$ cat src/rtl/systolic_skew_feeder.sv
// Edge operand injector for an NxN PE mesh: buffers one K-deep tile,
// then streams it with lane i delayed by i cycles, zero-padded elsewhere.
module systolic_skew_feeder #(
    parameter int DATA_WIDTH = 8,
    parameter int N          = 4,
    parameter int K_MAX      = 16
) (
    input  logic                    clk,
    input  logic                    rst,
    input  logic                    in_valid,
    output logic                    in_ready,
    input  logic [N*DATA_WIDTH-1:0] in_data,
    input  logic                    in_last,
    output logic [N*DATA_WIDTH-1:0] out_data,
    output logic                    out_valid,
    output logic                    busy,
    output logic                    done,
    output logic                    ovf
);

    localparam int W     = N * DATA_WIDTH;
    localparam int CW    = $clog2(K_MAX + N);
    localparam int AW    = (K_MAX > 1) ? $clog2(K_MAX) : 1;
    localparam int DEPTH = 1 << AW;

    localparam logic [1:0] S_IDLE   = 2'd0;
    localparam logic [1:0] S_LOAD   = 2'd1;
    localparam logic [1:0] S_STREAM = 2'd2;
    localparam logic [1:0] S_DONE   = 2'd3;

    localparam logic [CW-1:0] C_ONE  = CW'(1);
    localparam logic [CW-1:0] C_KMAX = CW'(K_MAX);
    localparam logic [CW-1:0] C_KM1  = CW'(K_MAX - 1);
    localparam logic [CW-1:0] C_NM1  = CW'(N - 1);

    logic [1:0]    r_state;
    logic [W-1:0]  r_buf [DEPTH];
    logic [CW-1:0] r_wr_cnt;
    logic [CW-1:0] r_k;
    logic [CW-1:0] r_t;
    logic [W-1:0]  r_out_data;
    logic          r_out_valid;
    logic          r_done;
    logic          r_ovf;

    logic          w_acc;
    logic [AW-1:0] w_waddr;
    logic [CW-1:0] w_t_end;
    logic [W-1:0]  w_lanes;

    assign in_ready  = !rst && (r_state == S_IDLE || r_state == S_LOAD);
    assign w_acc     = in_valid && in_ready;
    assign w_waddr   = (r_state == S_IDLE) ? '0 : r_wr_cnt[AW-1:0];
    assign w_t_end   = r_k + C_NM1 - C_ONE;
    assign out_data  = r_out_data;
    assign out_valid = r_out_valid;
    assign busy      = (r_state != S_IDLE);
    assign done      = r_done;
    assign ovf       = r_ovf;

    // Lane i shows slice (t-i) of its own column while that slice exists.
    always_comb begin
        w_lanes = '0;
        for (int i = 0; i < N; i++) begin
            if (r_t >= CW'(i) && (r_t - CW'(i)) < r_k) begin
                w_lanes[i*DATA_WIDTH +: DATA_WIDTH] =
                    r_buf[AW'(r_t - CW'(i))][i*DATA_WIDTH +: DATA_WIDTH];
            end
        end
    end

    always_ff @(posedge clk) begin
        if (w_acc) begin
            r_buf[w_waddr] <= in_data;
        end
    end

    always_ff @(posedge clk) begin
        if (rst) begin
            r_state     <= S_IDLE;
            r_wr_cnt    <= '0;
            r_k         <= '0;
            r_t         <= '0;
            r_out_data  <= '0;
            r_out_valid <= 1'b0;
            r_done      <= 1'b0;
            r_ovf       <= 1'b0;
        end else begin
            r_done <= 1'b0;
            case (r_state)
                S_IDLE: begin
                    r_out_valid <= 1'b0;
                    r_out_data  <= '0;
                    if (w_acc) begin
                        r_wr_cnt <= C_ONE;
                        r_ovf    <= 1'b0;
                        if (in_last || K_MAX == 1) begin
                            r_k     <= C_ONE;
                            r_ovf   <= !in_last;
                            r_state <= S_STREAM;
                        end else begin
                            r_state <= S_LOAD;
                        end
                    end
                end
                S_LOAD: begin
                    if (w_acc) begin
                        r_wr_cnt <= r_wr_cnt + C_ONE;
                        if (in_last) begin
                            r_k     <= r_wr_cnt + C_ONE;
                            r_state <= S_STREAM;
                        end else if (r_wr_cnt == C_KM1) begin
                            r_k     <= C_KMAX;
                            r_ovf   <= 1'b1;
                            r_state <= S_STREAM;
                        end
                    end
                end
                S_STREAM: begin
                    r_out_valid <= 1'b1;
                    r_out_data  <= w_lanes;
                    if (r_t == w_t_end) begin
                        r_state <= S_DONE;
                    end else begin
                        r_t <= r_t + C_ONE;
                    end
                end
                S_DONE: begin
                    r_out_valid <= 1'b0;
                    r_out_data  <= '0;
                    r_done      <= 1'b1;
                    r_t         <= '0;
                    r_state     <= S_IDLE;
                end
                default: r_state <= S_IDLE;
            endcase
        end
    end

endmodule

$ cat config.mk
export PLATFORM = sky130hd
export DESIGN_NAME = systolic_skew_feeder
export DESIGN_NICKNAME = d
export VERILOG_FILES = /design/src/rtl/systolic_skew_feeder.sv
export SDC_FILE = /design/constraint.sdc
export NUM_CORES = 1
export LEC_CHECK = 0
export CORE_MARGIN = 4
export CORE_UTILIZATION = 60
export DETAILED_ROUTE_END_ITERATION = 16
export HOLD_SLACK_MARGIN = 0.05
export PLACE_DENSITY_LB_ADDON = 0.05
export SLEW_MARGIN = 20
export SYNTH_ARGS = -nofsm -noshare
export SYNTH_HDL_FRONTEND = slang
export SYNTH_SLANG_ARGS = --single-unit
$ cat constraint.sdc
create_clock -name clk -period 4.9 [get_ports clk]
set_input_delay 1.225 -clock clk [delete_from_list [all_inputs] [get_ports clk]]
set_output_delay 1.225 -clock clk [all_outputs]
set_load 0.1 [all_outputs]
==> results.ini, run 1 <==
[logic_synthesis]
synth-seq-area-share_pct = 74.1
syn_nets = 1220
synth_area_leaders = edfxtp_1 69%, mux4_2 13%, dfxtp_1 5.0%, ha_1 1.9%, nand2_1 1.4%
synth-seq-cells = 568
synth_top_cell_area_share_pct = 69.1
syn_inst = 1150
syn_area_per_cell_um2 = 19.4
yosysWarnings = 0
synthDistinctLibCells = 51
synth.largest_area_cell = edfxtp_1
netlist_area_mm2 = 0.0223

[critical_path]
cp_cell_sequence = inv_1 -> ha_1 -> inv_1 -> clkdlybuf4s50_1
cp-start-kind = register
slowest_stage = clkdlybuf4s50_1
cp_data_arrival_time_ns = 2.94
endpoint_kind = output port
crit_path_max_incr_delay_ns = 1.20
cp_common_cell = inv_1
crit_type = reg -> out
critPathRequiredTime_ns = 3.67
cp_max_fo = 9

[global_route]
grt_pass1_vias = 11574
grt_util_all_layers_pct = 24.0
grt-ovfl-total = 0
grt_max_degree = 55
grt_pass1_wl_mm = 72.9
antenna_found_initial = 1

[cells_and_area]
layout-drive-gt1-share_pct = 21.0
area_delta_synth_final_pct = 15.4
multi_input_area_mm2 = 0.00556
nNetsFinal = 1331
area.sequential_mm2 = 0.0165
final_cell_mix = 512 x edfxtp_1, 128 x mux4_2, 82 x nand2_1
final_common_cell = edfxtp_1
fillers = 2254

[cts]
cts_buffers = 55
postCtsResizedCells = 0
insertion_delay_ns = 0.61
clkTransAtPathRegs_ns = 0.06
h-tree-depth = 2
cts_sinks = 568
cts_root_buffer = clkbuf_16
cts_tree = built
cts_buffer_depth = 3
cts_setup_buffers = 0
cts-hold-fix-buffers = 0

[timing]
final-setup-viol-count = 0
rsz0062_at_grt = no
relSlewSlack_pct = 28.7
timing.setup.tns_ns = 0
drv_slew = 0
worst_pin_slew_ns = 1.07
min_period_over_period_pct = 85.0
clock.fmax_mhz = 240
min_period_ns = 4.16
fin_skew_ns = 0.0169
hold_viol = 0

[route]
antenna_left = 0
drc = 0
first_iter_violations = 923
vias_per_cell = 6.31
firstDrtPassIters = 5
wire_per_inst_um = 26.7
vias = 11210
drt-total-wl_mm = 47.4

[pwr]
pwr-share-seq_pct = 46.0
fin_total_pwr_mw = 11.9
p_sw_mw = 3.05
power_frac_comb_pct = 18.1
power_density_mw_per_mm2 = 463
p_int_mw = 8.86
clockPowerShare_pct = 35.8
ir_drop_uv = 331
p_sw_share_pct = 25.6
p_leak_nw = 8.31

[floorplanning]
die_w_um = 201
die_h_um = 201
core-area_mm2 = 0.0366
initial_utilization_pct = 60.8
die_area_mm2 = 0.0402
ios = 73
fp-row-count = 70

[run_status]
status = finished clean

[place]
dp_hpwl_mm = 27.7
port_buffers = 72
finalWeightedCongestion = 0.786

[flow_run]
maxCapViolCount = 0

[hold_path]
hp-class = reg -> reg

[final cells by class]
class / count / area share (%)
Clock inverter: 25 / 1.14
Antenna cell: 1 / 0.00974
Multi-Input combinational cell: 508 / 21.6
Timing Repair Buffer: 107 / 4.40
Tap cell: 468 / 2.28
Inverter: 21 / 0.307
Clock buffer: 79 / 6.02
Sequential cell: 568 / 64.2
[final timing paths]
check	start	cells past startpoint	slack [ns]	endpoint
hold reg to reg	out_data[25]	2	0.46	out_data[25]
hold / removal	out_data[25]	2	0.46	out_data[25]
setup / recovery	r_state[0]	4	0.74	busy
setup reg to reg	r_t[2]	11	1.20	out_data[17]
[cell families after synthesis]
group	synth area share (%)
multiplexers	14.2
buffers and inverters	1.51
XOR/XNOR	0.714
adder cells (fa/ha/maj)	1.91
AND/OR/NAND/NOR	3.62
flip-flops	74.1
AO/OA/AOI/OAI	3.96
[state kept, by name, summed over array words and instances, names as in the netlist, named ones only]
register,count
r_buf,512
ovf,1
out_data,32
r_k,5
out_valid,1
done,1
r_state,2
r_wr_cnt,5
r_t,5
[per-stage QoR]
stage	instance area, µm²	setup slack, ns	hold slack (ns)	utilization, %	std cells
floorplan	22300	0.777	0.457	-	1150
global placement	23900	0.872	0.448	65.2	1672
CTS	25700	0.711	0.466	70.2	1776
global route	25700	0.636	0.500	70.2	1776
finish	25700	0.736	0.464	70.2	1777
detailed placement	23900	0.859	0.450	65.2	1672
[power by group through the flow]
stage | sequential [mW] | combinational, mW | clock, mW
6_report | 5.48 | 2.16 | 4.27
3_5_place_dp | 5.59 | 2.18 | 0
2_1_floorplan | 5.59 | 1.62 | 0
4_1_cts | 5.49 | 2.19 | 4.35
3_3_place_gp | 5.58 | 2.18 | 0
5_1_grt | 5.50 | 2.34 | 4.56
[synthesized netlist by cell type (all sizes together)]
cell type and count:
a22o 8, nor3b 2, nor3 4, dfxtp 56, a21boi 1, xnor2 11
or4 2, nand4 7, mux4 128, a21o 4, a211o 17, clkinv 2
a211oi 9, clkbuf 28, a32oi 1, and3 3, nor2b 12, edfxtp 512
nand4b 1, nand2b 4, a22oi 4, nand3b 5, nand2 82, xor2 2
xnor3 1, o211ai 1, o21bai 1, o2111ai 2, ha 34, nor2 41
inv 19, a2111oi 2, a311oi 3, a21oi 53, o221ai 8, o32ai 2
or3b 1, a31oi 2, nand3 13, mux2i 27, buf 25, o21ai 9
o31ai 1
[critical path, delay by kind of cell, from the launching register on]
family / cells / cell delay (ns)
fa+ha+maj: 1 / 0.35
flops: 1 / 0.41
buf+inv: 3 / 1.59
[layer usage]
| layer | routed length [µm] | part of all wire, % | up-vias | GRT usage, % |
|---|---|---|---|---|
| met5 | 11 | 0.023 | - | 0 |
| met4 | 964 | 2.0 | 2 | 6.39 |
| met3 | 2670 | 5.6 | 68 | 3.88 |
| met2 | 23200 | 49 | 363 | 38.5 |
| met1 | 20500 | 43 | 5872 | 35.3 |
| li1 | - | - | 4905 | - |
Power figures use the tool's default switching activity.
==> inputs of run 2 (changes only) <==
--- a/config.mk
+++ b/config.mk
@@ -6,7 +6,7 @@
 export NUM_CORES = 1
 export LEC_CHECK = 0
 export CORE_MARGIN = 4
-export CORE_UTILIZATION = 60
+export CORE_UTILIZATION = 55
 export DETAILED_ROUTE_END_ITERATION = 16
 export HOLD_SLACK_MARGIN = 0.05
 export PLACE_DENSITY_LB_ADDON = 0.05
==> constraint.sdc (replaced) <==
create_clock -name clk -period 3.7 [get_ports clk]
set_input_delay 0.925 -clock clk [delete_from_list [all_inputs] [get_ports clk]]
set_output_delay 0.925 -clock clk [all_outputs]
set_load 0.1 [all_outputs]
==> run 2 against run 1 <==
- critical path depth increased by 7
- design area up 0.13%
- routed wire length increased by 0.41%
- combinational power up 38%
- utilization shrank 5.7 points
- flip-flop and latch count is the same
- total power rose by 32%
- die area rose by 8.7%
- final cell count grew 3.8%
- clock skew is 0.0040 ns lower
- critical path type is now reg -> reg
- critical endpoint is now out_data[21]
- largest power group unchanged
- highest routed layer is now met4
==> results.ini, run 2 (synthesis gave the netlist of run 1 again) <==
[hold_path]
hold_end = out_data[25]  ; unchanged
min_path_cells = 2  ; unchanged
hp-class = reg -> reg  ; unchanged
hp-start = out_data[25]  ; unchanged

[critical_path]
endpoint_kind = register  ; was output port
cp_max_fo = 17  ; was 9
cp_data_arrival_time_ns = 3.93  ; was 2.94 ns
crit_family = compound AO/OA/AOI/OAI gates  ; was buffers and inverters
crit_buf_inv = 3  ; unchanged
reg2regPathDepth = 11  ; unchanged
critPathRequiredTime_ns = 4.23  ; was 3.67 ns
r2r_start = r_t[1]  ; was r_t[2]
rrSetupSlack_ns = 0.30  ; was 1.20 ns
slowest_stage = nand4_1  ; was clkdlybuf4s50_1
cp-start-kind = register  ; unchanged
crit_path_max_incr_delay_ns = 0.49  ; was 1.20 ns
cp_common_cell = ha_1  ; was inv_1
crit_type = reg -> reg  ; was reg -> out
reg2reg_to = out_data[21]  ; was out_data[17]
cp_cell_sequence = buf_4 -> inv_1 -> ha_1 -> xnor2_2 -> clkinv_1 -> ha_1 -> a21o_1 -> a211oi_1 -> nand4_1 -> a21oi_1 -> a211o_1  ; was inv_1 -> ha_1 -> inv_1 -> clkdlybuf4s50_1

[floorplanning]
die_area_mm2 = 0.0438  ; was 0.0402 mm²
initial_utilization_pct = 55.8  ; was 60.8%
die_w_um = 209  ; was 201 µm
core-area_mm2 = 0.0399  ; was 0.0366 mm²
die_h_um = 209  ; was 201 µm
ios = 73  ; unchanged
fp-row-count = 73  ; was 70

[timing]
drv_slew = 0  ; unchanged
min_period_over_period_pct = 92.0
final-setup-viol-count = 0  ; unchanged
timing.setup.tns_ns = 0  ; unchanged
hold_viol = 0  ; unchanged
clock.fmax_mhz = 294
worst_pin_slew_ns = 0.997  ; was 1.07 ns
rsz0062_at_grt = no  ; unchanged
relSlewSlack_pct = 33.4  ; was 28.7%
min_period_ns = 3.40
fin_skew_ns = 0.0130  ; was 0.0169 ns

[route]
vias_per_cell = 6.02  ; was 6.31
antenna_left = 0  ; unchanged
drt-total-wl_mm = 47.6  ; was 47.4 mm
firstDrtPassIters = 7  ; was 5
drc = 0  ; unchanged
vias = 11110  ; was 11.2k
wire_per_inst_um = 25.8  ; was 26.7 µm
first_iter_violations = 923  ; unchanged

[cts]
insertion_delay_ns = 0.59  ; was 0.61 ns
cts_sinks = 568  ; unchanged
cts_buffers = 56  ; was 55
postCtsResizedCells = 0  ; unchanged
cts-hold-fix-buffers = 0  ; unchanged
cts_tree = built  ; unchanged
h-tree-depth = 2  ; unchanged
cts_setup_buffers = 0  ; unchanged
cts_root_buffer = clkbuf_16  ; unchanged
clkTransAtPathRegs_ns = 0.06  ; about the same
cts_buffer_depth = 3  ; unchanged

[global_route]
antenna_found_initial = 0  ; was 1
grt_util_all_layers_pct = 22.0  ; was 24.0%
grt_pass1_vias = 11193  ; was 11.6k
grt_max_degree = 91  ; was 55
grt-ovfl-total = 0  ; unchanged
grt_pass1_wl_mm = 72.2  ; was 72.9 mm

[cells_and_area]
largest_register_ffs = 512  ; unchanged
layout-drive-gt1-share_pct = 23.3  ; was 21.0%
design_area_mm2 = 0.0257  ; about the same
top_register = r_buf  ; unchanged
nNetsFinal = 1344  ; was 1,331
area_delta_synth_final_pct = 15.6  ; was 15.4%
antenna_cells = 0  ; was 1
final_cell_mix = 512 x edfxtp_1, 128 x mux4_2, 82 x nand2_1  ; unchanged
fillers = 2727  ; was 2,254
final_common_cell = edfxtp_1  ; unchanged

[pwr]
p_leak_nw = 8.39  ; was 8.31 nW
ir_drop_uv = 442  ; was 331 µV
p_sw_mw = 4.10  ; was 3.05 mW
power_density_mw_per_mm2 = 612  ; was 463 mW/mm²
clockPowerShare_pct = 35.0  ; was 35.8%
power_frac_comb_pct = 18.9  ; was 18.1%
p_sw_share_pct = 26.0  ; was 25.6%
p_int_mw = 11.7  ; was 8.86 mW
pwr-share-seq_pct = 46.1  ; was 46.0%

[place]
dp_hpwl_mm = 29.0  ; was 27.7 mm
port_buffers = 72  ; unchanged
dpl_cell_area_mm2 = 0.0239  ; about the same
finalWeightedCongestion = 0.842  ; was 0.786

[flow_run]
maxCapViolCount = 0  ; unchanged

[run_status]
status = finished clean  ; unchanged

-- run 2: changes by cell type in the layout (fill, tap and decap cells not counted) --
cell	change
bufinv_16	-3
clkinv_2	+1
buf_12	-3
clkinv_8	-1
clkinv_1	+4
clkbuf_8	+3
clkdlybuf4s50_1	-19
buf_4	+34
inv_6	-1
clkinvlp_4	+1
diode_2	-1
clkbuf_16	+1
clkbuf_1	-5
-- run 2: worst max-delay path by stage --
| stage | startpoint | to | slack (ns) | depth (start not counted) |
|---|---|---|---|---|
| 3_5_place_dp | in_valid | r_buf[6][1] | 0.39 | 7 |
| 3_3_place_gp | in_valid | r_buf[3][1] | 0.44 | 7 |
| 4_1_cts | r_t[1] | out_data[21] | 0.36 | 11 |
| 5_1_grt | r_t[1] | out_data[21] | 0.06 | 11 |
| 6_report | r_t[1] | out_data[21] | 0.30 | 11 |
| 2_1_floorplan | r_state[0] | r_buf[15][0] | 0.09 | 6 |
-- run 2: per-stage QoR --
step                      util (%)  hold slack [ns]  instances  power (mW)  setup slack, ns
after floorplan                  -            0.457       1150        9.55           0.0917
after global placement        59.9            0.450       1741        10.4            0.436
after detailed placement      59.9            0.458       1741        10.4            0.385
after CTS                     64.5            0.478       1845        15.9            0.356
after global routing          64.5            0.498       1845        16.4           0.0560
final                         64.5            0.471       1845        15.8            0.298
-- run 2: layer usage --
layer / vias to the layer above / wire [µm] / track usage (%)
met1: 5810 / 21800 / 33.8
met3: 64 / 2460 / 3.96
li1: 4926 / - / -
met5: - / 0 / 0
met4: 0 / 945 / 5.65
met2: 310 / 22300 / 33.4
-- run 2: tightest hold or removal path: cells and delay by family (launching register included) --
kind / cells / cell delay, ns
AOI/OAI and AO/OA: 1 / 0.06
and+or+nand+nor: 1 / 0.05
DFF: 1 / 0.33
-- run 2: power groups by stage --
| stage | registers [mW] | clock network [mW] | logic [mW] |
|---|---|---|---|
| after global placement | 7.40 | 0 | 2.99 |
| final | 7.27 | 5.51 | 2.97 |
| after global routing | 7.29 | 5.90 | 3.20 |
| after floorplan | 7.41 | 0 | 2.14 |
| after detailed placement | 7.41 | 0 | 3.00 |
| after CTS | 7.27 | 5.62 | 3.01 |
-- run 2: layout make-up --
type / instances / area [µm²] / share of cell area [%]
Clock buffer: 78 / 1600 / 6.20
Clock inverter: 26 / 205 / 0.798
Inverter: 21 / 78.8 / 0.306
Multi-Input combinational cell: 508 / 5560 / 21.6
Sequential cell: 568 / 16500 / 64.1
Tap cell: 525 / 657 / 2.55
Timing Repair Buffer: 119 / 1140 / 4.42
==> inputs of run 3 (changes only) <==
==> constraint.sdc (replaced) <==
create_clock -name clk -period 3.7 [get_ports clk]
set_input_delay 0.555 -clock clk [delete_from_list [all_inputs] [get_ports clk]]
set_output_delay 0.555 -clock clk [all_outputs]
set_load 0.1 [all_outputs]
==> run 3 against run 2 <==
- combinational power down 2%
- setup slack better by 0.15 ns
- flip-flop and latch count unchanged
- non-clock buffer count grew 3
- sequential power hardly changed
- via count is 1.4% higher
- clock skew up 0.0027 ns
- critical path type unchanged
==> results.ini, run 3 (synthesis gave the netlist of run 1 again) <==
[run_status]
status = finished clean  ; unchanged

[cells_and_area]
largest_register_ffs = 512  ; unchanged
design_area_mm2 = 0.0259  ; was 0.0257 mm²
top_register = r_buf  ; unchanged
nNetsFinal = 1348  ; was 1,344
final_common_cell = edfxtp_1  ; unchanged
area_delta_synth_final_pct = 16.6  ; was 15.6%
layout-drive-gt1-share_pct = 22.5  ; was 23.3%
fillers = 2710  ; was 2,727
final_cell_mix = 512 x edfxtp_1, 128 x mux4_2, 82 x nand2_1  ; unchanged
utilization_pct = 65.0  ; was 64.5%
antenna_cells = 0  ; unchanged
layout.cells.non_filler = 1852  ; was 1,845

[cts]
cts_sinks = 568  ; unchanged
h-tree-depth = 2  ; unchanged
cts_buffer_depth = 3  ; unchanged
cts_tree = built  ; unchanged
cts_buffers = 57  ; was 56
clkTransAtPathRegs_ns = 0.06  ; about the same
cts-hold-fix-buffers = 0  ; unchanged
postCtsResizedCells = 0  ; unchanged
cts_root_buffer = clkbuf_16  ; unchanged
cts_setup_buffers = 0  ; unchanged
insertion_delay_ns = 0.60  ; was 0.59 ns

[critical_path]
endpoint_kind = register  ; unchanged
cp_max_fo = 17  ; unchanged
crit_buf_inv = 2  ; was 3
reg2reg_to = out_data[19]  ; was out_data[21]
cp-start-kind = register  ; unchanged
crit_type = reg -> reg  ; unchanged
crit_family = compound AO/OA/AOI/OAI gates  ; unchanged
critPathRequiredTime_ns = 4.24  ; was 4.23 ns
reg2regPathDepth = 10  ; was 11
rrSetupSlack_ns = 0.45  ; was 0.30 ns
crit_path_max_incr_delay_ns = 0.70  ; was 0.49 ns
cp_cell_sequence = inv_1 -> ha_1 -> xnor2_2 -> clkinv_1 -> ha_1 -> a21o_1 -> a211oi_1 -> nand4_1 -> a21oi_1 -> a211o_1  ; was buf_4 -> inv_1 -> ha_1 -> xnor2_2 -> clkinv_1 -> ha_1 -> a21o_1 -> a211oi_1 -> nand4_1 -> a21oi_1 -> a211o_1
cp_data_arrival_time_ns = 3.79  ; was 3.93 ns
slowest_stage = xnor2_2  ; was nand4_1
r2r_start = r_t[2]  ; was r_t[1]
cp_common_cell = ha_1  ; unchanged

[route]
firstDrtPassIters = 7  ; unchanged
antenna_left = 0  ; unchanged
vias = 11261  ; was 11.1k
wire_per_inst_um = 25.5  ; was 25.8 µm
vias_per_cell = 6.08  ; was 6.02
first_iter_violations = 878  ; was 923
drc = 0  ; unchanged
drt-total-wl_mm = 47.3  ; was 47.6 mm

[floorplanning]
die_h_um = 209  ; unchanged
initial_utilization_pct = 55.8  ; unchanged
core-area_mm2 = 0.0399  ; unchanged
die_w_um = 209  ; unchanged
ios = 73  ; unchanged
fp-row-count = 73  ; unchanged
die_area_mm2 = 0.0438  ; unchanged

[timing]
relSlewSlack_pct = 32.3  ; was 33.4%
drv_slew = 0  ; unchanged
clock.fmax_mhz = 307  ; was 294 MHz
timing.setup.tns_ns = 0  ; unchanged
hold_viol = 0  ; unchanged
min_period_ns = 3.25  ; was 3.40 ns
final-setup-viol-count = 0  ; unchanged
fin_skew_ns = 0.0157  ; was 0.0130 ns
rsz0062_at_grt = no  ; unchanged
min_period_over_period_pct = 87.9  ; was 92.0%
worst_pin_slew_ns = 1.01  ; was 0.997 ns

[global_route]
grt_util_met2_pct = 33.6  ; was 33.4%
antenna_found_initial = 1  ; was 0
grt_pass1_vias = 11473  ; was 11.2k
grt_use_met3_pct = 3.68  ; was 3.96%
grt-ovfl-total = 0  ; unchanged
grt.busiest_layer = met2  ; was met1
grt_max_degree = 95  ; was 91
grt_util_all_layers_pct = 21.8  ; was 22.0%
grt_pass1_wl_mm = 71.7  ; was 72.2 mm
use_met1_pct = 32.8  ; was 33.8%

[hold_path]
hp-class = reg -> reg  ; unchanged
hp-start = out_data[31]  ; was out_data[25]
min_path_cells = 2  ; unchanged
hold_end = out_data[31]  ; was out_data[25]

[place]
dp_cells = 1744  ; was 1,741
port_buffers = 72  ; unchanged
dpl_cell_area_mm2 = 0.0240  ; was 0.0239 mm²
dp_hpwl_mm = 26.9  ; was 29.0 mm
finalWeightedCongestion = 0.799  ; was 0.842

[pwr]
p_leak_nw = 8.46  ; was 8.39 nW
fin_total_pwr_mw = 16.1  ; was 15.8 mW
ir_drop_uv = 478  ; was 442 µV
power_density_mw_per_mm2 = 621  ; was 612 mW/mm²

[flow_run]
maxCapViolCount = 0  ; unchanged

## run 3: cell types whose count changed in the layout (fill, tap and decap cells not counted), moves of 3 or more
cell             before  now
buf_4                58   46
clkbuf_1             12    9
buf_12                9    6
bufinv_16             3    7
clkdlybuf4s50_1      52   70
## run 3: worst max path at each step
stage | startpoint | endpoint | slack, ns | cells past startpoint
2_1_floorplan | r_state[0] | r_buf[15][0] | 0.09 | 6
3_3_place_gp | r_t[2] | out_data[16] | 0.61 | 10
3_5_place_dp | r_t[2] | out_data[19] | 0.51 | 10
4_1_cts | r_t[2] | out_data[19] | 0.45 | 10
5_1_grt | r_t[2] | out_data[19] | 0.14 | 10
6_report | r_t[2] | out_data[19] | 0.45 | 10
## run 3: per-stage QoR
stage | hold WS (ns) | worst slack, ns
floorplan | 0.457 | 0.0917
global placement | 0.451 | 0.609
detailed placement | 0.451 | 0.506
CTS | 0.467 | 0.446
global route | 0.493 | 0.139
finish | 0.464 | 0.446
## run 3: per-layer routing
metal / up-vias / wire length, µm
met3: 69 / 2760
met1: 5883 / 21100
met5: - / 12
li1: 4935 / -
met2: 372 / 22300
met4: 2 / 1010
## run 3: cell type report
type                       instances  area (µm²)  area share (%)
clock buffer                      79        1660            6.40
tap                              525         657            2.53
multi-input combinational        508        5560            21.4
timing repair buffer             122        1170            4.50
clock inverter                    29         323            1.24
sequential                       568       16500            63.6
inverter                          21        78.8           0.304
## run 3: report_power, final
part / internal, mW / switching [mW] / total, mW
combinational: 1.30 / 1.61 / 2.91
sequential: 7.12 / 0.113 / 7.24
clock: 3.62 / 2.33 / 5.95
total: 12.0 / 4.05 / 16.1
## run 3: worst reg2reg max path, delay by kind of cell (launching register included)
family	cells	cell delay [ns]
AND/OR/NAND/NOR	1	0.48
adder cells (fa/ha/maj)	2	0.49
AO/OA/AOI/OAI	4	0.88
XOR/XNOR	1	0.70
flip-flops	1	0.33
buffers and inverters	2	0.32
